===== config.mk =====
export PLATFORM = sky130hd
export DESIGN_NAME = conv_1x1_acc_pingpong
export DESIGN_NICKNAME = d
export VERILOG_FILES = /design/src/rtl/conv_1x1_acc_pingpong.sv
export SDC_FILE = /design/constraint.sdc
export NUM_CORES = 2
export LEC_CHECK = 0
export ABC_AREA = 0
export BUFFER_PORTS_ARGS = -buffer_cell sky130_fd_sc_hd__buf_2
export CORE_ASPECT_RATIO = 0.8
export CORE_MARGIN = 3
export CORE_UTILIZATION = 50
export CTS_CLUSTER_DIAMETER = 150
export CTS_CLUSTER_SIZE = 20
export DETAILED_ROUTE_END_ITERATION = 8
export PLACE_DENSITY = 0.63
export SYNTH_ARGS = -nofsm -noshare
export SYNTH_HDL_FRONTEND = slang
export SYNTH_SLANG_ARGS = --single-unit

===== constraint.sdc =====
create_clock -name clk -period 14.69 [get_ports clk]
set_input_delay 0.7345 -clock clk [delete_from_list [all_inputs] [get_ports clk]]
set_output_delay 0.7345 -clock clk [all_outputs]
set_load 0.005 [all_outputs]

===== src/rtl/conv_1x1_acc_pingpong.sv =====
//------------------------------------------------------------------------------
// conv_1x1_acc_pingpong : channel-in accumulator with ping-pong result banks
// Optional macro CONV_1X1_ACC_RELU_EN fuses a ReLU ahead of the bank write.
// Revision: 1.0
//------------------------------------------------------------------------------
`default_nettype none

module conv_1x1_acc_pingpong #(
  parameter int DATA_WIDTH      = 16,
  parameter int CHANNEL_NUM_IN  = 256,
  parameter int CHANNEL_NUM_OUT = 48,
  parameter int IMAGE_SIZE      = 4096,
  parameter int BANK_DEPTH      = 48
) (
  input  logic                  clk,
  input  logic                  reset,
  input  logic                  valid_in,
  input  logic [DATA_WIDTH-1:0] pxl_in,
  output logic                  ready_out,
  output logic [DATA_WIDTH-1:0] pxl_out,
  output logic                  valid_out,
  input  logic                  ready_in,
  output logic                  last_out
);

  localparam int ACC_WIDTH = DATA_WIDTH + $clog2(CHANNEL_NUM_IN);
  localparam int CNT_W     = (CHANNEL_NUM_IN > 1) ? $clog2(CHANNEL_NUM_IN) : 1;
  localparam int AW        = $clog2(BANK_DEPTH);
  localparam int RAW       = $clog2(BANK_DEPTH + 1);
  localparam int TOTAL     = IMAGE_SIZE * CHANNEL_NUM_OUT;
  localparam int FW        = $clog2(TOTAL);

  localparam logic [CNT_W-1:0] CNT_LAST = CNT_W'(CHANNEL_NUM_IN - 1);
  localparam logic [AW-1:0]    WR_LAST  = AW'(BANK_DEPTH - 1);
  localparam logic [RAW-1:0]   RD_END   = RAW'(BANK_DEPTH);
  localparam logic [FW-1:0]    F_LAST   = FW'(TOTAL - 1);

  localparam logic signed [ACC_WIDTH-1:0] SAT_MAX =
    {{(ACC_WIDTH-DATA_WIDTH+1){1'b0}}, {(DATA_WIDTH-1){1'b1}}};
  localparam logic signed [ACC_WIDTH-1:0] SAT_MIN =
    {{(ACC_WIDTH-DATA_WIDTH+1){1'b1}}, {(DATA_WIDTH-1){1'b0}}};

  typedef enum logic [0:0] {
    IDLE   = 1'b0,
    STREAM = 1'b1
  } state_t;

  state_t                        r_state;
  logic                          r_run;
  logic [CNT_W-1:0]              r_cnt_in;
  logic signed [ACC_WIDTH-1:0]   r_acc;
  logic [AW-1:0]                 r_wr_addr;
  logic                          r_wr_sel;
  logic                          r_rd_sel;
  logic [1:0]                    r_bank_full;
  logic [RAW-1:0]                r_rd_addr;
  logic [FW-1:0]                 r_frame_cnt;
  logic [DATA_WIDTH-1:0]         r_bank [2][BANK_DEPTH];

  logic                          w_accept;
  logic                          w_wr_en;
  logic                          w_hs;
  logic signed [ACC_WIDTH-1:0]   w_ext;
  logic signed [ACC_WIDTH-1:0]   w_sum;
  logic [DATA_WIDTH-1:0]         w_res;
  logic [FW-1:0]                 w_frame_nxt;

  // r_run keeps ready_out low through reset and until the first clock after it
  assign ready_out   = r_run & ~r_bank_full[r_wr_sel];
  assign w_accept    = valid_in & ready_out;
  assign w_wr_en     = w_accept & (r_cnt_in == CNT_LAST);
  assign w_hs        = valid_out & ready_in;
  assign w_ext       = ACC_WIDTH'($signed(pxl_in));
  assign w_sum       = (r_cnt_in == '0) ? w_ext : (r_acc + w_ext);
  assign w_frame_nxt = (r_frame_cnt == F_LAST) ? '0 : (r_frame_cnt + 1'b1);

  always_comb begin
    w_res = w_sum[DATA_WIDTH-1:0];
    if (w_sum > SAT_MAX) begin
      w_res = SAT_MAX[DATA_WIDTH-1:0];
    end else if (w_sum < SAT_MIN) begin
      w_res = SAT_MIN[DATA_WIDTH-1:0];
    end
`ifdef CONV_1X1_ACC_RELU_EN
    if (w_sum[ACC_WIDTH-1]) begin
      w_res = '0;
    end
`endif
  end

  // Bank storage carries no reset: contents are only read once a full flag is set
  always_ff @(posedge clk) begin
    if (w_wr_en) begin
      r_bank[r_wr_sel][r_wr_addr] <= w_res;
    end
  end

  always_ff @(posedge clk or negedge reset) begin
    if (!reset) begin
      r_state     <= IDLE;
      r_run       <= 1'b0;
      r_cnt_in    <= '0;
      r_acc       <= '0;
      r_wr_addr   <= '0;
      r_wr_sel    <= 1'b0;
      r_rd_sel    <= 1'b0;
      r_bank_full <= 2'b00;
      r_rd_addr   <= '0;
      r_frame_cnt <= '0;
      pxl_out     <= '0;
      valid_out   <= 1'b0;
      last_out    <= 1'b0;
    end else begin
      r_run <= 1'b1;

      if (w_accept) begin
        r_cnt_in <= (r_cnt_in == CNT_LAST) ? '0 : (r_cnt_in + 1'b1);
        r_acc    <= w_sum;
        if (w_wr_en) begin
          if (r_wr_addr == WR_LAST) begin
            r_wr_addr             <= '0;
            r_bank_full[r_wr_sel] <= 1'b1;
            r_wr_sel              <= ~r_wr_sel;
          end else begin
            r_wr_addr <= r_wr_addr + 1'b1;
          end
        end
      end

      if (w_hs) begin
        r_frame_cnt <= w_frame_nxt;
      end

      // A fill on the write bank and a clear on the read bank touch different flag bits
      case (r_state)
        IDLE: begin
          if (r_bank_full[r_rd_sel]) begin
            pxl_out   <= r_bank[r_rd_sel][0];
            valid_out <= 1'b1;
            last_out  <= (r_frame_cnt == F_LAST);
            r_rd_addr <= RAW'(1);
            r_state   <= STREAM;
          end
        end
        STREAM: begin
          if (w_hs) begin
            if (r_rd_addr == RD_END) begin
              r_bank_full[r_rd_sel] <= 1'b0;
              r_rd_sel              <= ~r_rd_sel;
              valid_out             <= 1'b0;
              last_out              <= 1'b0;
              r_state               <= IDLE;
            end else begin
              pxl_out   <= r_bank[r_rd_sel][r_rd_addr[AW-1:0]];
              last_out  <= (w_frame_nxt == F_LAST);
              r_rd_addr <= r_rd_addr + 1'b1;
            end
          end
        end
        default: r_state <= IDLE;
      endcase
    end
  end

endmodule

`default_nettype wire

==> impl_table.tex <==
\begin{tabular}{lr}
\hline
Metric & Value \\
\hline
\multicolumn{2}{l}{\textbf{Clocking}} \\
Clk Latency, worst-skew pair & 0.71 ns \\
Maximum clock path buffer count & 3 \\
CTS H-tree lvls & 3 \\
Number of sinks on the clock net & 1622 \\
Resize count post-CTS & 0 \\
Number of buffers inserted to repair setup after CTS & 0 \\
CTS root buffer & clkbuf\_16 \\
Clock-pin slew on the worst setup and hold paths & 0.09 ns \\
TritonCTS clock tree & built \\
Clock buffer count from CTS & 91 \\
\multicolumn{2}{l}{\textbf{Cells and area}} \\
Final Util & 0.5478 \\
Count of non-filler cells in the finished layout & 4997 \\
Area taken by flip-flops and latches & 48290 sq um \\
Area grow syn2layout & 8.210\% \\
Design area & 70090 sq um \\
Layout cells sized above 1 & 0.2390 \\
Nets & 3262 \\
Fillers & 9583 \\
Total area of multi-input combinational cells & 15760 sq um \\
\multicolumn{2}{l}{\textbf{Synthesis}} \\
Post-synthesis sequential area ratio & 0.7453 \\
Number of warnings printed during yosys synthesis & 0 \\
Post-synthesis net count & 3165 \\
Post-synth EDFFs & 1536 \\
Post-synthesis cell count & 3115 \\
Synth async-reset ratio & 0.05302 \\
Unique cell type count in the Yosys netlist & 72 \\
Number of synthesized register bits & 1622 \\
Mapped Area & 64770 sq um \\
Mean area per synthesized cell & 20.79 sq um \\
Post-synth top flop & edfxtp\_1 \\
\multicolumn{2}{l}{\textbf{Job}} \\
Max\_cap viols & 0 \\
\multicolumn{2}{l}{\textbf{Min path}} \\
Worst Min Path Start & pxl\_in[3] \\
Hold Path Class & input port to flip-flop \\
\multicolumn{2}{l}{\textbf{Global routing}} \\
Total global routing overflow & 0 \\
Vias in the first global route & 31956 \\
Pin count of the biggest net entering global routing & 145 \\
Gr usage total & 0.2381 \\
Initial antenna violation count & 3 \\
First-pass GRT wire length & 229.8 mm \\
\multicolumn{2}{l}{\textbf{Setup path}} \\
Capturing element type of the critical path & flip-flop \\
Type of origin of the critical path & flip-flop \\
Critical path required time & 15.30 ns \\
Crit path kind & flip-flop to flip-flop \\
Beginning of the worst register-to-register path & r\_rd\_sel \\
Worst Path Max Fanout & 96 \\
Arrival time at the worst endpoint & 6.16 ns \\
Critical path launch point & r\_rd\_sel \\
\multicolumn{2}{l}{\textbf{Floorplan}} \\
Placeable core region & 127900 sq um \\
Chip Height & 327.9 um \\
Std cell rows & 117 \\
Horizontal die dimension & 408.4 um \\
Io pins & 39 \\
Die Area & 133900 sq um \\
Starting Density & 0.5062 \\
\multicolumn{2}{l}{\textbf{STA}} \\
Slew at the pin closest to its max-slew limit & 1.208 ns \\
Post-route setup TNS & 0 ns \\
Fin crit period & 5.553 ns \\
Fin crit share & 0.3780 \\
Max-slew violations & 0 \\
Number of endpoints failing setup at the final stage & 0 \\
Unrepaired setup endpoints after global routing & false \\
Final-layout worst hold slack & 0.4489 ns \\
Number of hold violations in the final report & 0 \\
Minimum setup slack in the final design & 9.138 ns \\
Worst clock skew & 0.04353 ns \\
F\_max & 180.1 MHz \\
Worst slew margin relative to its limit & 0.1944 \\
\multicolumn{2}{l}{\textbf{Status}} \\
Result of the run & finished clean \\
\multicolumn{2}{l}{\textbf{Detailed routing}} \\
Met2 wirelength from detailed routing & 71.21 mm \\
DR vias/cell & 6.440 \\
TritonRoute pass-1 iters & 6 \\
Max layer used & met4 \\
Routed metal-1 wire length & 66.74 mm \\
\# DRC & 0 \\
Vias after detailed routing & 32179 \\
Mean routed wirelength per cell & 31.65 um \\
Wirelength, routed & 158.2 mm \\
Routed wl met3 & 16.47 mm \\
Starting DRT DRC Count & 4089 \\
Post-detailed-route count of antenna-violating nets & 0 \\
\multicolumn{2}{l}{\textbf{Placed design}} \\
DP Area & 67520 sq um \\
Pre-CTS setup slack & 9.033 ns \\
Routability Congestion & 0.9054 \\
Input/output buffers & 38 \\
Half-perimeter wire length after detailed placement & 90.70 mm \\
DP Cell Count & 4843 \\
\multicolumn{2}{l}{\textbf{Pwr}} \\
Total power density per cell area & 169.6 nW/um\^{}2 \\
Peak VDD IR & 0.0004517 V \\
Total design power & 11.89 mW \\
Lkg Pwr & 21.50 nW \\
\hline
\end{tabular}
==> worst paths after layout <==
kind                       cells after the start             end  slack [ns]
setup / recovery                              10      pxl_out[0]        9.14
min in group asynchronous                      2  r_frame_cnt[2]        0.58
hold / removal                                 3        r_acc[3]        0.45
max in group asynchronous                      3       r_acc[22]       12.77
setup reg to reg                              10      pxl_out[0]        9.14
hold reg to reg                                2       r_acc[16]        0.48
==> report_power, final <==
group / switching (mW) / total, mW / leakage, nW / internal [mW]
Sequential: 0.0308 / 6.93 / 14.8 / 6.90
Combinational: 2.05 / 2.36 / 5.50 / 0.313
Clock: 1.42 / 2.60 / 1.22 / 1.18
==> state kept, by name, summed over array words and instances (netlist names), 2 cells and up <==
name         count
pxl_out         16
r_bank        1536
r_wr_addr        6
r_acc           24
r_bank_full      2
r_cnt_in         8
r_frame_cnt     18
r_rd_addr        6
==> metal layers <==
layer	vias up	global-route usage
li1	13077	-
met1	17192	0.3679
met2	1666	0.3517
met3	244	0.05183
met4	0	0.05381
met5	-	0
==> area by class of cell <==
class                           instances  share of cell area
Timing Repair Buffer                  172             0.01785
Clock inverter                          3           0.0006427
Inverter                               16           0.0009283
Tap cell                             1725             0.03079
Clock buffer                          146             0.03574
Multi-Input combinational cell       1309              0.2249
Sequential cell                      1622              0.6890
Antenna cell                            4           0.0001428
==> logic make-up after synthesis <==
| family | count (synthesis) | share of synthesized area |
|---|---|---|
| adder cells (fa/ha/maj) | 30 | 0.005911 |
| buffers and inverters | 184 | 0.01491 |
| other | 1 | 0.00005790 |
| multiplexers | 517 | 0.1686 |
| AO/OA/AOI/OAI | 277 | 0.02836 |
| AND/OR/NAND/NOR | 441 | 0.03099 |
| flip-flops | 1622 | 0.7453 |
| XOR/XNOR | 43 | 0.005815 |
==> placed cells by master, fill, tap and decap left out, types with 5 or more instances in the layout <==
master     synthesis  final
o2bb2ai_1          6      6
o311a_1           10     10
buf_4             12    130
xnor2_1           28     28
a211oi_1          29     29
or3_1             15     15
nand3_1           34     34
nor3_1            14     14
nor2_1           151    137
mux4_2           455    455
a21oi_1           60     60
o21ai_4            0     15
nor2b_1           17     17
nor2_2             1      9
nand4_1           14     14
clkbuf_1          72     54
ha_1              29     29
mux2i_1           43     43
inv_1             16     15
dfrtp_1           86     81
nor2_4             0      6
a21o_1            14     14
and3_1            16     16
buf_2             52     37
o21ai_0           58     58
o21ai_1           29     14
nand2_1          144    144
a311oi_1          20     20
edfxtp_1        1536   1536
and2_1            16     16
o31ai_1            5      5
a31oi_1            6      6
mux2_2            13     13
o221ai_1           6      6
clkbuf_16          0     92
o211ai_1           5      5
xor2_1            15     15
==> cells in the mapped netlist (all sizes together) (16+ instances only) <==
| master | instances | area share |
|---|---|---|
| a211oi | 30 | 0.0036 |
| a21oi | 62 | 0.0049 |
| a311oi | 20 | 0.0027 |
| and2 | 16 | 0.0015 |
| and3 | 16 | 0.0015 |
| buf | 96 | 0.0098 |
| clkbuf | 72 | 0.0042 |
| dfrtp | 86 | 0.033 |
| edfxtp | 1536 | 0.71 |
| ha | 29 | 0.0056 |
| inv | 16 | 0.00093 |
| mux2 | 17 | 0.0030 |
| mux2i | 43 | 0.0066 |
| mux4 | 457 | 0.16 |
| nand2 | 144 | 0.0083 |
| nand3 | 34 | 0.0026 |
| nor2 | 152 | 0.0088 |
| nor2b | 17 | 0.0016 |
| o21ai | 87 | 0.0067 |
| xnor2 | 28 | 0.0038 |
==> repair_timing <==
item,in CTS,in global routing
setup endpoints to repair,0,0
hold buffers,1,0
endpoints found under the hold margin,35,0
==> worst max-delay path, stage by stage (launching register included) <==
cell,delay (ns)
dfrtp_4,0.92
buf_4,0.69
buf_12,0.59
buf_4,0.83
mux4_2,0.61
mux4_2,0.58
mux4_2,0.50
nand2_1,0.09
o211ai_1,0.11
o21ai_1,0.15
o21ai_1,0.07
Note: power is estimated with default switching activity, not from simulation.
